`config.mk`:
```
export PLATFORM = sky130hd
export DESIGN_NAME = lcd_driver
export DESIGN_NICKNAME = d
export VERILOG_FILES = /design/src/rtl/lcd_pkg.sv /design/src/rtl/lcd_driver.sv
export SDC_FILE = /design/constraint.sdc
export NUM_CORES = 1
export LEC_CHECK = 0
export BUFFER_PORTS_ARGS = -buffer_cell sky130_fd_sc_hd__buf_2
export CAP_MARGIN = 40
export CORE_ASPECT_RATIO = 1.2
export CORE_MARGIN = 2
export CORE_UTILIZATION = 46
export CTS_BUF_LIST = sky130_fd_sc_hd__clkbuf_4
export CTS_CLUSTER_DIAMETER = 100
export CTS_CLUSTER_SIZE = 10
export DETAILED_ROUTE_END_ITERATION = 8
export PLACE_DENSITY = 0.76
export SETUP_SLACK_MARGIN = 0.15
export SLEW_MARGIN = 0
export SYNTH_ARGS = -nofsm -noshare
export SYNTH_HDL_FRONTEND = slang
export SYNTH_SLANG_ARGS = --single-unit
```
`constraint.sdc`:
```
create_clock -name clk -period 3.25 [get_ports clk]
set_clock_uncertainty 0.2 [all_clocks]
set_input_delay 0.325 -clock clk [delete_from_list [all_inputs] [get_ports clk]]
set_output_delay 0.325 -clock clk [all_outputs]
set_load 0.05 [all_outputs]
```
`src/rtl/lcd_pkg.sv`:
```
// Shared definitions for the HD44780 character-LCD driver: FSM states,
// command bytes, the power-up init ROM and the long-command classifier.
package lcd_pkg;

    typedef enum logic [2:0] {
        ST_PWRUP,
        ST_SETUP,
        ST_PULSE,
        ST_WAIT,
        ST_IDLE
    } lcd_state_t;

    localparam int unsigned CNT_W = 20;

    localparam logic [7:0] LCD_FUNC_SET = 8'h38;
    localparam logic [7:0] LCD_DISP_ON  = 8'h0C;
    localparam logic [7:0] LCD_CLEAR    = 8'h01;
    localparam logic [7:0] LCD_ENTRY    = 8'h06;

    localparam int unsigned INIT_LEN = 6;
    localparam logic [7:0] INIT_ROM [INIT_LEN] = '{
        LCD_FUNC_SET, LCD_FUNC_SET, LCD_FUNC_SET, LCD_DISP_ON, LCD_CLEAR, LCD_ENTRY
    };

    // Clear (0x01) and home (0x02/0x03) need the long execution wait.
    function automatic logic is_long_cmd(input logic rs, input logic [7:0] data);
        return !rs && (data[7:2] == '0) && (data[1:0] != '0);
    endfunction

endpackage

```
`src/rtl/lcd_driver.sv`:
```
// HD44780 bus driver: autonomous power-up init, then one byte per valid/ready
// handshake with setup, enable pulse and post-command execution wait.
module lcd_driver
    import lcd_pkg::*;
#(
    parameter int unsigned POWERUP_CYCLES    = 750000,
    parameter int unsigned E_PULSE_CYCLES    = 25,
    parameter int unsigned CMD_WAIT_CYCLES   = 2000,
    parameter int unsigned CLEAR_WAIT_CYCLES = 82000
) (
    input  logic       clk,
    input  logic       reset,
    input  logic       req_valid,
    input  logic       req_rs,
    input  logic [7:0] req_data,
    output logic       req_ready,
    output logic       init_done,
    output logic [7:0] lcd_data,
    output logic       lcd_rs,
    output logic       lcd_rw,
    output logic       lcd_e
);

    localparam logic [CNT_W-1:0] PWRUP_LAST = CNT_W'(POWERUP_CYCLES - 32'd1);
    localparam logic [CNT_W-1:0] PULSE_LAST = CNT_W'(E_PULSE_CYCLES - 32'd1);
    localparam logic [CNT_W-1:0] CMD_LAST   = CNT_W'(CMD_WAIT_CYCLES - 32'd1);
    localparam logic [CNT_W-1:0] CLEAR_LAST = CNT_W'(CLEAR_WAIT_CYCLES - 32'd1);
    localparam logic [2:0]       IDX_LAST   = 3'(INIT_LEN - 32'd1);

    lcd_state_t       r_state;
    logic [CNT_W-1:0] r_cnt;
    logic [2:0]       r_idx;
    logic             r_init_done;
    logic             r_ready;
    logic [7:0]       r_lcd_data;
    logic             r_lcd_rs;
    logic             r_lcd_e;

    // The counter runs up from its reset value of 0 during power-up so no
    // preload is needed at reset; every other phase loads it and counts down.
    always_ff @(posedge clk or posedge reset) begin
        if (reset) begin
            r_state     <= ST_PWRUP;
            r_cnt       <= '0;
            r_idx       <= '0;
            r_init_done <= 1'b0;
            r_ready     <= 1'b0;
            r_lcd_data  <= '0;
            r_lcd_rs    <= 1'b0;
            r_lcd_e     <= 1'b0;
        end else begin
            unique case (r_state)
                ST_PWRUP: begin
                    if (r_cnt == PWRUP_LAST) begin
                        r_cnt      <= '0;
                        r_idx      <= '0;
                        r_lcd_data <= INIT_ROM[0];
                        r_lcd_rs   <= 1'b0;
                        r_state    <= ST_SETUP;
                    end else begin
                        r_cnt <= r_cnt + 1'b1;
                    end
                end
                ST_SETUP: begin
                    r_lcd_e <= 1'b1;
                    r_cnt   <= PULSE_LAST;
                    r_state <= ST_PULSE;
                end
                ST_PULSE: begin
                    if (r_cnt == '0) begin
                        r_lcd_e <= 1'b0;
                        r_cnt   <= is_long_cmd(r_lcd_rs, r_lcd_data) ? CLEAR_LAST : CMD_LAST;
                        r_state <= ST_WAIT;
                    end else begin
                        r_cnt <= r_cnt - 1'b1;
                    end
                end
                ST_WAIT: begin
                    if (r_cnt != '0) begin
                        r_cnt <= r_cnt - 1'b1;
                    end else if (!r_init_done && (r_idx != IDX_LAST)) begin
                        r_idx      <= r_idx + 1'b1;
                        r_lcd_data <= INIT_ROM[r_idx + 3'd1];
                        r_lcd_rs   <= 1'b0;
                        r_state    <= ST_SETUP;
                    end else begin
                        r_init_done <= 1'b1;
                        r_ready     <= 1'b1;
                        r_state     <= ST_IDLE;
                    end
                end
                ST_IDLE: begin
                    if (req_valid && r_ready) begin
                        r_lcd_data <= req_data;
                        r_lcd_rs   <= req_rs;
                        r_ready    <= 1'b0;
                        r_state    <= ST_SETUP;
                    end
                end
                default: begin
                    r_state <= ST_PWRUP;
                    r_cnt   <= '0;
                end
            endcase
        end
    end

    assign req_ready = r_ready;
    assign init_done = r_init_done;
    assign lcd_data  = r_lcd_data;
    assign lcd_rs    = r_lcd_rs;
    assign lcd_rw    = 1'b0;
    assign lcd_e     = r_lcd_e;

endmodule

```
==> impl_results.md, run 1 <==
* Outcome: complete, no violations
* First-pass GRT wire length at 12550 µm
* Worst setup EP type: flip-flop
* Post-route cell area at 3050 µm²
* CP max-delay cell: nor4_1
* RR Endpoint: r_cnt[19]$_DFFE_PP0P_
* WHS at about 0.012 ns
* Setup Buffers After CTS at 0
* Post-synth top cells: dfrtp_1, nand2_1, nor2_1, o21ai_0
* Initial DRC count at roughly 310
* Initial Util at 47.06%
* Port Buffers at 23
* Post-DR vias/cell at 6.225
* Cell accounting for the most synthesized area: dfrtp_1
* TritonRoute pass-1 iters at 5
* Cell variety after synth at 62
* Leakage power at 1.298 nW
* Final ANT Viol Nets at 0
* CP bufs+invs at 0
* CORE AREA at approximately 5900 µm²
* Top FF cell, synth: dfrtp_1
* Die Ht at ~89 µm
* Vias in the first global route at ~2.6k
* Slew HR at 48.40%
* Clock sink count at 38
* Fin crit share at between 80% and 90%
* Top delay family on crit path: simple AND/OR/NAND/NOR gates
* Layout cell share with drive strength beyond 1 at between 10% and 20%
* Setup CP Type: flip-flop to flip-flop
* Flip-flop and latch count after synthesis at 38
* CP dominant cell by count: nand4_1
* CP max stage delay at approximately 0.70 ns
* RSZ-0062 raised after global routing: false
* Final TNS setup at 0 ns
* Worst min-delay path startpoint: req_rs
* Worst Max-Slew Pin Slew at ~0.77 ns
* Grt ovf at 0
* Setup WS post-layout at roughly 0.43 ns
* Ys Warns at 0
* Core Rows at 31
* Critical Path RT at 3.32 ns
* FFs w/ async S/R, synth at between 90% and 100%
* Io pins at 25
* Syn nets at approximately 360
* Synth Cell Area at approximately 2800 µm²
* Post-Route WL at around 7600 µm
* Reg2reg path depth at 6
* CTS max path bufs at 2
* Via count at between 2k and 3k
* Hold Crit Class: input port to flip-flop
* Wire length per cell at ~17 µm
* Ant diodes at 0
* R2R Path Start: r_cnt[8]$_DFFE_PP0P_
* Pwr dens at 248.6 nW/µm²
* Mean Syn Cell Area at 8.048 µm²
* Peak VDD IR at 0.1926 mV
* Worst path depth at 6
* Die Wd at roughly 75 µm
* CTS H-Tree Depth at 2
* Worst-path clk slew at ~0.13 ns
* Max-cap viol count at 0
* Hold_buf cts at 4
* DP HPWL at ~5300 µm
* TritonCTS Buffers at 5
* Top-area cell type share of the netlist area at about a third
* Post_cts resized at 0
* Clock latency on the worst-skew pair at around 0.36 ns
* FMAX at 354.1 MHz
* Post-synthesis sequential area ratio at between 30% and 40%
* Crit path DAT at 2.90 ns
* Hold depth at 3
* Crit Path Max Fanout at 13
* Area grow syn2layout at 9.230%
* DP Area at 2957 µm²
* Dpl ws at roughly 0.53 ns
* CTS root buffer: clkbuf_4
* Critical path, cell by cell: nor4_1, nand4_1, nor3_1, nand4_1, nor3b_1, a31oi_1
* Worst Hold End: lcd_rs$_DFFE_PP0P_
* Initial antenna violation count at 0
* Die area at about 6700 µm²
* Final Hold Viols at 0
* EDFF count, synth at 0
* Global router's overall resource usage at 24.10%
* GP Congestion at approximately 0.93
* Final Max Slew Viols at 0
* Endpoints failing setup at 0
* Largest net degree at the start of global routing at 39
* Nature of the critical path startpoint: flip-flop
* Top cells by area, synth: dfrtp_1, nand2_1, nor2_1
* Nets@finish at 383
* Post-Syn Instances at 347
* CTS tree: built
* R2r setup slk at around 0.43 ns
* Residual DRC at 0
* Final core utilization at between 50% and 60%
* Min cycle time layout at between 2 and 3 ns
## registers in the layout (all words and copies together) (netlist names)
signal	count
lcd_rs	1
r_state	3
req_ready	1
lcd_e	1
lcd_data	8
r_idx	3
r_cnt	20
init_done	1
## worst min-delay path, stage by stage
cell     delay (ns)
buf_2          0.10
nand2_1        0.07
o21ai_2        0.05
## final cells by class
class                   count  area, µm²
inverters                   9      33.78
repair buffers             37      230.2
clock inverters             2      8.758
clock buffers               6      45.04
flip-flops and latches     38      950.9
well taps                  82      102.6
fillers                   575       2884
multi-input cells         275       1679
## layer usage
layer | global-route usage (%) | routed length (µm) | part of all wire (%)
met5 | 0 | 0 | 0
met4 | 9.091 | 154 | 2.0
met3 | 4.284 | 526 | 7.0
met2 | 39.00 | 3578 | 47
met1 | 32.03 | 3293 | 44
## through the flow
stage,instances,power [W]
2_1_floorplan,347,0.0004927
3_3_place_gp,437,0.0005019
3_5_place_dp,437,0.0005021
4_1_cts,449,0.0007595
5_1_grt,449,0.0007801
6_report,449,0.0007583
## cell families (layout without fill, tap and decap cells)
logic type,Yosys count,in the layout,synth area share [%]
XOR/XNOR,7,7,2.195
other,1,1,0.1343
buffers and inverters,34,54,5.824
adder cells (fa/ha/maj),5,5,2.240
flip-flops,38,38,34.05
AND/OR/NAND/NOR,151,151,28.14
AO/OA/AOI/OAI,108,108,26.26
multiplexers,3,3,1.165
## power breakdown
part	internal (W)	switching (W)	total, W
clock	0.0000899	0.000173	0.000262
combinational	0.00000882	0.0000144	0.0000232
sequential	0.000473	0	0.000473
total	0.000571	0.000187	0.000758
## layout by cell type (no fill, tap or decap), drive strengths merged, types with 7 or more instances in the layout
cell type,instances
dfrtp,38
nand2,38
nor4,8
buf,33
or2,7
nand3,12
inv,9
nor2,38
nand4,8
o21ai,35
a21oi,16
a22oi,8
nor3,11
## worst max path at each step
stage	start	to	slack, ns
6_report	r_cnt[8]$_DFFE_PP0P_	r_cnt[19]$_DFFE_PP0P_	0.43
5_1_grt	r_cnt[8]$_DFFE_PP0P_	r_idx[2]$_DFFE_PP0P_	0.29
4_1_cts	r_cnt[8]$_DFFE_PP0P_	r_cnt[19]$_DFFE_PP0P_	0.51
3_5_place_dp	r_cnt[8]$_DFFE_PP0P_	lcd_data[3]$_DFFE_PP0P_	0.53
3_3_place_gp	r_cnt[8]$_DFFE_PP0P_	r_cnt[19]$_DFFE_PP0P_	0.56
2_1_floorplan	r_cnt[12]$_DFFE_PP0P_	r_cnt[9]$_DFFE_PP0P_	0.74
Power figures use the tool's default switching activity.
==> run 2, diff against run 1 <==
--- a/config.mk
+++ b/config.mk
@@ -14,7 +14,7 @@
 export CTS_CLUSTER_DIAMETER = 100
 export CTS_CLUSTER_SIZE = 10
 export DETAILED_ROUTE_END_ITERATION = 8
-export PLACE_DENSITY = 0.76
+export PLACE_DENSITY = 0.79
 export SETUP_SLACK_MARGIN = 0.15
 export SLEW_MARGIN = 0
 export SYNTH_ARGS = -nofsm -noshare
==> constraint.sdc (replaced) <==
create_clock -name clk -period 2.5 [get_ports clk]
set_clock_uncertainty 0.2 [all_clocks]
set_input_delay 0.25 -clock clk [delete_from_list [all_inputs] [get_ports clk]]
set_output_delay 0.25 -clock clk [all_outputs]
set_load 0.05 [all_outputs]
==> impl_results.md, run 2 (synthesized netlist as in run 1, its figures left out) <==
* Outcome: complete, no violations (unchanged)
* Via count at 3356 (was 2795)
* Setup WS post-layout at 0.03799 ns (was 0.4263 ns)
* Fin crit share at 98.48% (was 86.88%)
* Die Ht at 89.36 µm (unchanged)
* Critical Path RT at 2.55 ns (was 3.32 ns)
* Nets@finish at 443 (was 383)
* Worst Max-Slew Pin Slew at 0.5566 ns (was 0.7669 ns)
* Worst setup EP type: flip-flop (unchanged)
* Die Wd at 75.13 µm (unchanged)
* Initial antenna violation count at 0 (unchanged)
* Wire length per cell at 19.32 µm (was 16.82 µm)
* Endpoints failing setup at 0 (unchanged)
* GP Congestion at 0.9427 (was 0.9310)
* Peak VDD IR at 0.3390 mV (was 0.1926 mV)
* Clock latency on the worst-skew pair at 0.36 ns (about the same)
* Post-Route WL at 9833 µm (was 7552 µm)
* Max-cap viol count at 0 (unchanged)
* Area grow syn2layout at 34.54% (was 9.230%)
* Leakage power at 1.633 nW (was 1.298 nW)
* Final ANT Viol Nets at 0 (unchanged)
* Crit Path Max Fanout at 8 (was 13)
* CTS H-Tree Depth at 2 (unchanged)
* Die area at 6713 µm² (unchanged)
* Pwr dens at 261.9 nW/µm² (was 248.6 nW/µm²)
* CTS max path bufs at 2 (unchanged)
* Io pins at 25 (unchanged)
* Setup CP Type: flip-flop to flip-flop (unchanged)
* Slew HR at 62.75% (was 48.40%)
* Hold Crit Class: input port to flip-flop (unchanged)
* Layout cell share with drive strength beyond 1 at 36.53% (was 16.08%)
* Most frequent cells in the layout: buf_4, dfrtp_1, nor2_1 (was nand2_1, nor2_1, dfrtp_1)
* Core Rows at 31 (unchanged)
* Clock sink count at 38 (unchanged)
* Grt ovf at 0 (unchanged)
* Max reg flops at 20 (unchanged)
* Initial Util at 47.06% (unchanged)
* Largest net degree at the start of global routing at 39 (unchanged)
* RSZ-0062 raised after global routing: true (was false)
* Largest reg by FF count: r_cnt (unchanged)
* Most common cell after layout, fill and taps aside: buf_4
* Worst-path clk slew at 0.13 ns (about the same)
* Final Hold Viols at 0 (unchanged)
* Final TNS setup at 0 ns (unchanged)
* Global router's overall resource usage at 28.26% (was 24.10%)
* Nature of the critical path startpoint: flip-flop (unchanged)
* First-pass GRT wire length at 14460 µm (was 12550 µm)
* Min cycle time layout at 2.462 ns (was 2.824 ns)
* TritonRoute pass-1 iters at 6 (was 5)
* Port Buffers at 23 (unchanged)
* Post-DR vias/cell at 6.593 (was 6.225)
* DP HPWL at 6328 µm (was 5342 µm)
* FMAX at 406.2 MHz (was 354.1 MHz)
* CTS tree: built (unchanged)
* Dpl ws at -0.01602 ns (was 0.5336 ns)
* TritonCTS Buffers at 5 (unchanged)
* Final Max Slew Viols at 0 (unchanged)
* Vias in the first global route at 3044 (was 2608)
* Initial DRC count at 402 (was 314)
* Residual DRC at 0 (unchanged)
* Crit path DAT at 2.51 ns (was 2.90 ns)
* Ant diodes at 0 (unchanged)
* CTS root buffer: clkbuf_4 (unchanged)
* CORE AREA at 5934 µm² (unchanged)
==> run 2: changes by cell type in the layout (fill, tap and decap cells not counted), moves of 4 or more <==
cell / previous run / this run
buf_4: 10 / 58
buf_6: 0 / 4
dlygate4sd3_1: 4 / 8
nand2_1: 38 / 30
nand2_2: 0 / 7
nor2_1: 38 / 34
o21ai_0: 23 / 15
o21ai_2: 2 / 8
==> run 2: worst paths after layout <==
check,start,end,slack [ns],depth (start not counted)
max,r_cnt[12]$_DFFE_PP0P_,r_cnt[17]$_DFFE_PP0P_,0.04,9
min,req_data[1],lcd_data[1]$_DFFE_PP0P_,0.02,3
max reg2reg,r_cnt[12]$_DFFE_PP0P_,r_cnt[17]$_DFFE_PP0P_,0.04,9
min reg2reg,init_done$_DFFE_PP0P_,init_done$_DFFE_PP0P_,0.33,1
max in group asynchronous,reset,r_cnt[10]$_DFFE_PP0P_,1.39,4
min in group asynchronous,reset,r_cnt[5]$_DFFE_PP0P_,0.34,4
==> run 2: per-layer routing <==
| layer | routed length, µm | up-vias | track usage [%] |
|---|---|---|---|
| met5 | 0 | - | 0 |
| met4 | 385 | 0 | 11.16 |
| met3 | 949 | 51 | 5.637 |
| met2 | 4897 | 261 | 48.72 |
| met1 | 3601 | 1589 | 34.36 |
| li1 | - | 1455 | - |
==> run 2: cell type report <==
type	count	area (µm²)
Inverter	9	33.78
Tap cell	82	102.6
Fill cell	457	2177
Timing Repair Buffer	94	686.9
Clock buffer	5	37.54
Multi-Input combinational cell	278	1927
Clock inverter	3	16.27
Sequential cell	38	953.4
==> run 2: timing repair <==
action | in CTS | in global routing
setup endpoints to repair | 29 | 34
resized for setup | 11 | 55
cloned | 1 | 3
setup buffers | 8 | 10
pin swaps | 8 | 20
hold buffers | 8 | 0
endpoints found under the hold margin | 45 | 0
==> run 2: critical path, stage by stage, from the launching register on <==
cell and delay (ns):
dfrtp_1 0.37, buf_4 0.17, nor4bb_2 0.30, nand4_1 0.31
o21ai_4 0.27, clkdlybuf4s15_2 0.28, buf_4 0.13, buf_4 0.09
o22ai_1 0.06, o21a_1 0.18
==> run 2: per-stage QoR <==
stage	util [%]	hold WS, ns	total power [W]	area [µm²]	instances
global route	63.31	0.01234	0.001024	3757	509
floorplan	-	0.1347	0.0006405	2799	347
finish	63.31	0.02294	0.0009840	3757	509
global placement	54.16	0.1966	0.0006523	3214	471
detailed placement	54.16	0.1995	0.0006530	3214	471
CTS	58.04	0.01865	0.0009846	3445	496
==> run 2: power breakdown <==
| part | leakage (nW) | internal (W) | switching [W] |
|---|---|---|---|
| clock network | 0.0286 | 0.000105 | 0.000229 |
| registers | 0.481 | 0.000615 | 0 |
| logic | 1.12 | 0.0000156 | 0.0000204 |
| total | 1.63 | 0.000735 | 0.000249 |
==> run 3, diff against run 2 <==
--- a/config.mk
+++ b/config.mk
@@ -5,7 +5,6 @@
 export SDC_FILE = /design/constraint.sdc
 export NUM_CORES = 1
 export LEC_CHECK = 0
-export BUFFER_PORTS_ARGS = -buffer_cell sky130_fd_sc_hd__buf_2
 export CAP_MARGIN = 40
 export CORE_ASPECT_RATIO = 1.2
 export CORE_MARGIN = 2
@@ -14,7 +13,8 @@
 export CTS_CLUSTER_DIAMETER = 100
 export CTS_CLUSTER_SIZE = 10
 export DETAILED_ROUTE_END_ITERATION = 8
-export PLACE_DENSITY = 0.79
+export DONT_BUFFER_PORTS = 1
+export PLACE_DENSITY = 0.75
 export SETUP_SLACK_MARGIN = 0.15
 export SLEW_MARGIN = 0
 export SYNTH_ARGS = -nofsm -noshare
==> impl_results.md, run 3 (synthesized netlist as in run 1, its figures left out) <==
* Die Wd at 75.13 µm (unchanged)
* Nets@finish at 438 (was 443)
* Io pins at 25 (unchanged)
* Layout cell share with drive strength beyond 1 at 32.94% (was 36.53%)
* Critical Path RT at 2.55 ns (about the same)
* Outcome: complete, no violations (unchanged)
* CTS max path bufs at 2 (unchanged)
* Crit Path Max Fanout at 7 (was 8)
* TritonCTS Buffers at 5 (unchanged)
* Multi-input logic area at 1904 µm² (was 1927 µm²)
* Setup WS post-layout at 0.03908 ns (was 0.03799 ns)
* Worst Max-Slew Pin Slew at 0.5083 ns (was 0.5566 ns)
* Residual DRC at 0 (unchanged)
* Setup CP Type: flip-flop to flip-flop (unchanged)
* Global router's overall resource usage at 28.07% (was 28.26%)
* Nature of the critical path startpoint: flip-flop (unchanged)
* Post-DR vias/cell at 6.520 (was 6.593)
* Slew HR at 66.11% (was 62.75%)
* WHS at 0.2576 ns (was 0.02294 ns)
* RSZ-0062 raised after global routing: true (unchanged)
* CTS root buffer: clkbuf_4 (unchanged)
* CP startpoint: r_cnt[12]$_DFFE_PP0P_ (unchanged)
* Endpoints failing setup at 0 (unchanged)
* Worst-path clk slew at 0.12 ns (was 0.13 ns)
* FILL cells at 452 (was 457)
* Largest net degree at the start of global routing at 39 (unchanged)
* GP Congestion at 1.007 (was 0.9427)
* Ant diodes at 0 (unchanged)
* Clock latency on the worst-skew pair at 0.35 ns (was 0.36 ns)
* Via count at 3286 (was 3356)
* Hold Crit Class: input port to async pin (was input port to flip-flop)
* Initial Util at 47.06% (unchanged)
* Die area at 6713 µm² (unchanged)
* Final ANT Viol Nets at 0 (unchanged)
* Leakage power at 1.637 nW (was 1.633 nW)
* Largest reg by FF count: r_cnt (unchanged)
* R2r setup slk at 0.04 ns (about the same)
* Clock sink count at 38 (unchanged)
* Final core utilization at 64.03% (was 63.31%)
* Dpl ws at 0.03327 ns (was -0.01602 ns)
* Min cycle time layout at 2.461 ns (was 2.462 ns)
* Most frequent cells in the layout: buf_4, dfrtp_1, nor2_1, nand2_1, o21ai_0 (was buf_4, dfrtp_1, nor2_1)
* TritonRoute pass-1 iters at 5 (was 6)
* Post-Route WL at 9824 µm (was 9833 µm)
* Placed Cells at 467 (was 471)
* Grt ovf at 0 (unchanged)
* FMAX at 406.4 MHz (was 406.2 MHz)
* Max reg flops at 20 (unchanged)
* Reg2reg path depth at 7 (was 9)
* Fin crit share at 98.44% (was 98.48%)
* Port Buffers at 0 (was 23)
* Fin cells at 504 (was 509)
* Initial antenna violation count at 0 (unchanged)
* Max-cap viol count at 0 (unchanged)
* Die Ht at 89.36 µm (unchanged)
* CORE AREA at 5934 µm² (unchanged)
* First-pass GRT wire length at 14560 µm (was 14460 µm)
* R2R Path Start: r_cnt[12]$_DFFE_PP0P_ (unchanged)
* Initial DRC count at 437 (was 402)
* CTS H-Tree Depth at 2 (unchanged)
* Vias in the first global route at 3097 (was 3044)
* Area grow syn2layout at 36.07% (was 34.54%)
* Final Max Slew Viols at 0 (unchanged)
* Worst setup EP type: flip-flop (unchanged)
* Final Hold Viols at 0 (unchanged)
* Wire length per cell at 19.49 µm (was 19.32 µm)
* Pwr dens at 308.5 nW/µm² (was 261.9 nW/µm²)
* Peak VDD IR at 0.2452 mV (was 0.3390 mV)
* Crit path DAT at 2.51 ns (about the same)
* CTS tree: built (unchanged)
* FF/Latch Area at 950.9 µm² (was 953.4 µm²)
* DP HPWL at 6162 µm (was 6328 µm)
* Core Rows at 31 (unchanged)
* Most common cell after layout, fill and taps aside: buf_4 (unchanged)
* Tot Pwr at 0.001172 W (was 0.0009840 W)
==> run 3: what timing repair did <==
item	4_1_cts	5_1_grt
pin swaps	11	10
hold buffers	11	0
setup buffers	12	4
gates resized for setup	13	40
cloned	1	1
hold endpoints to repair	49	0
endpoints found under the setup margin	26	34
==> run 3: final cells by class <==
cell class,instances,area share (%)
inverters,9,0.8890
flip-flops and latches,38,25.02
clock buffers,5,0.9878
multi-input cells,277,50.12
clock inverters,3,1.679
repair buffers,90,18.60
well taps,82,2.700
==> run 3: stage by stage <==
stage                     cell area (µm²)  setup TNS, ns
after global routing                 3800        -0.1230
after global placement               3242              0
after CTS                            3593              0
after floorplan                      2799              0
final                                3800              0
after detailed placement             3242              0
==> run 3: worst max-delay path, stage by stage, from the launching register on <==
cell,delay [ns]
dfrtp_1,0.42
or4_4,0.58
or2_4,0.28
or2_4,0.30
buf_4,0.19
nand2_4,0.10
o22ai_1,0.09
o21a_1,0.18
==> run 3: worst paths after layout <==
kind                                         endpoint
worst min-delay path               lcd_rs$_DFFE_PP0P_
min in group clk                req_ready$_DFFE_PP0P_
max in group asynchronous        r_cnt[5]$_DFFE_PP0P_
worst min register to register   r_idx[2]$_DFFE_PP0P_
worst max register to register  r_cnt[17]$_DFFE_PP0P_
worst max-delay path            r_cnt[17]$_DFFE_PP0P_
==> run 3: power by group <==
part	internal [W]	total [W]	leakage, nW	switching [W]
logic	0.0000129	0.0000317	1.10	0.0000188
clock network	0.000308	0.000526	0.0528	0.000218
registers	0.000614	0.000614	0.481	0
==> run 3: per-layer routing <==
layer	wire (µm)	track usage [%]
met4	605	13.72
met3	872	4.510
met2	4712	47.45
met1	3634	34.45
met5	0	0
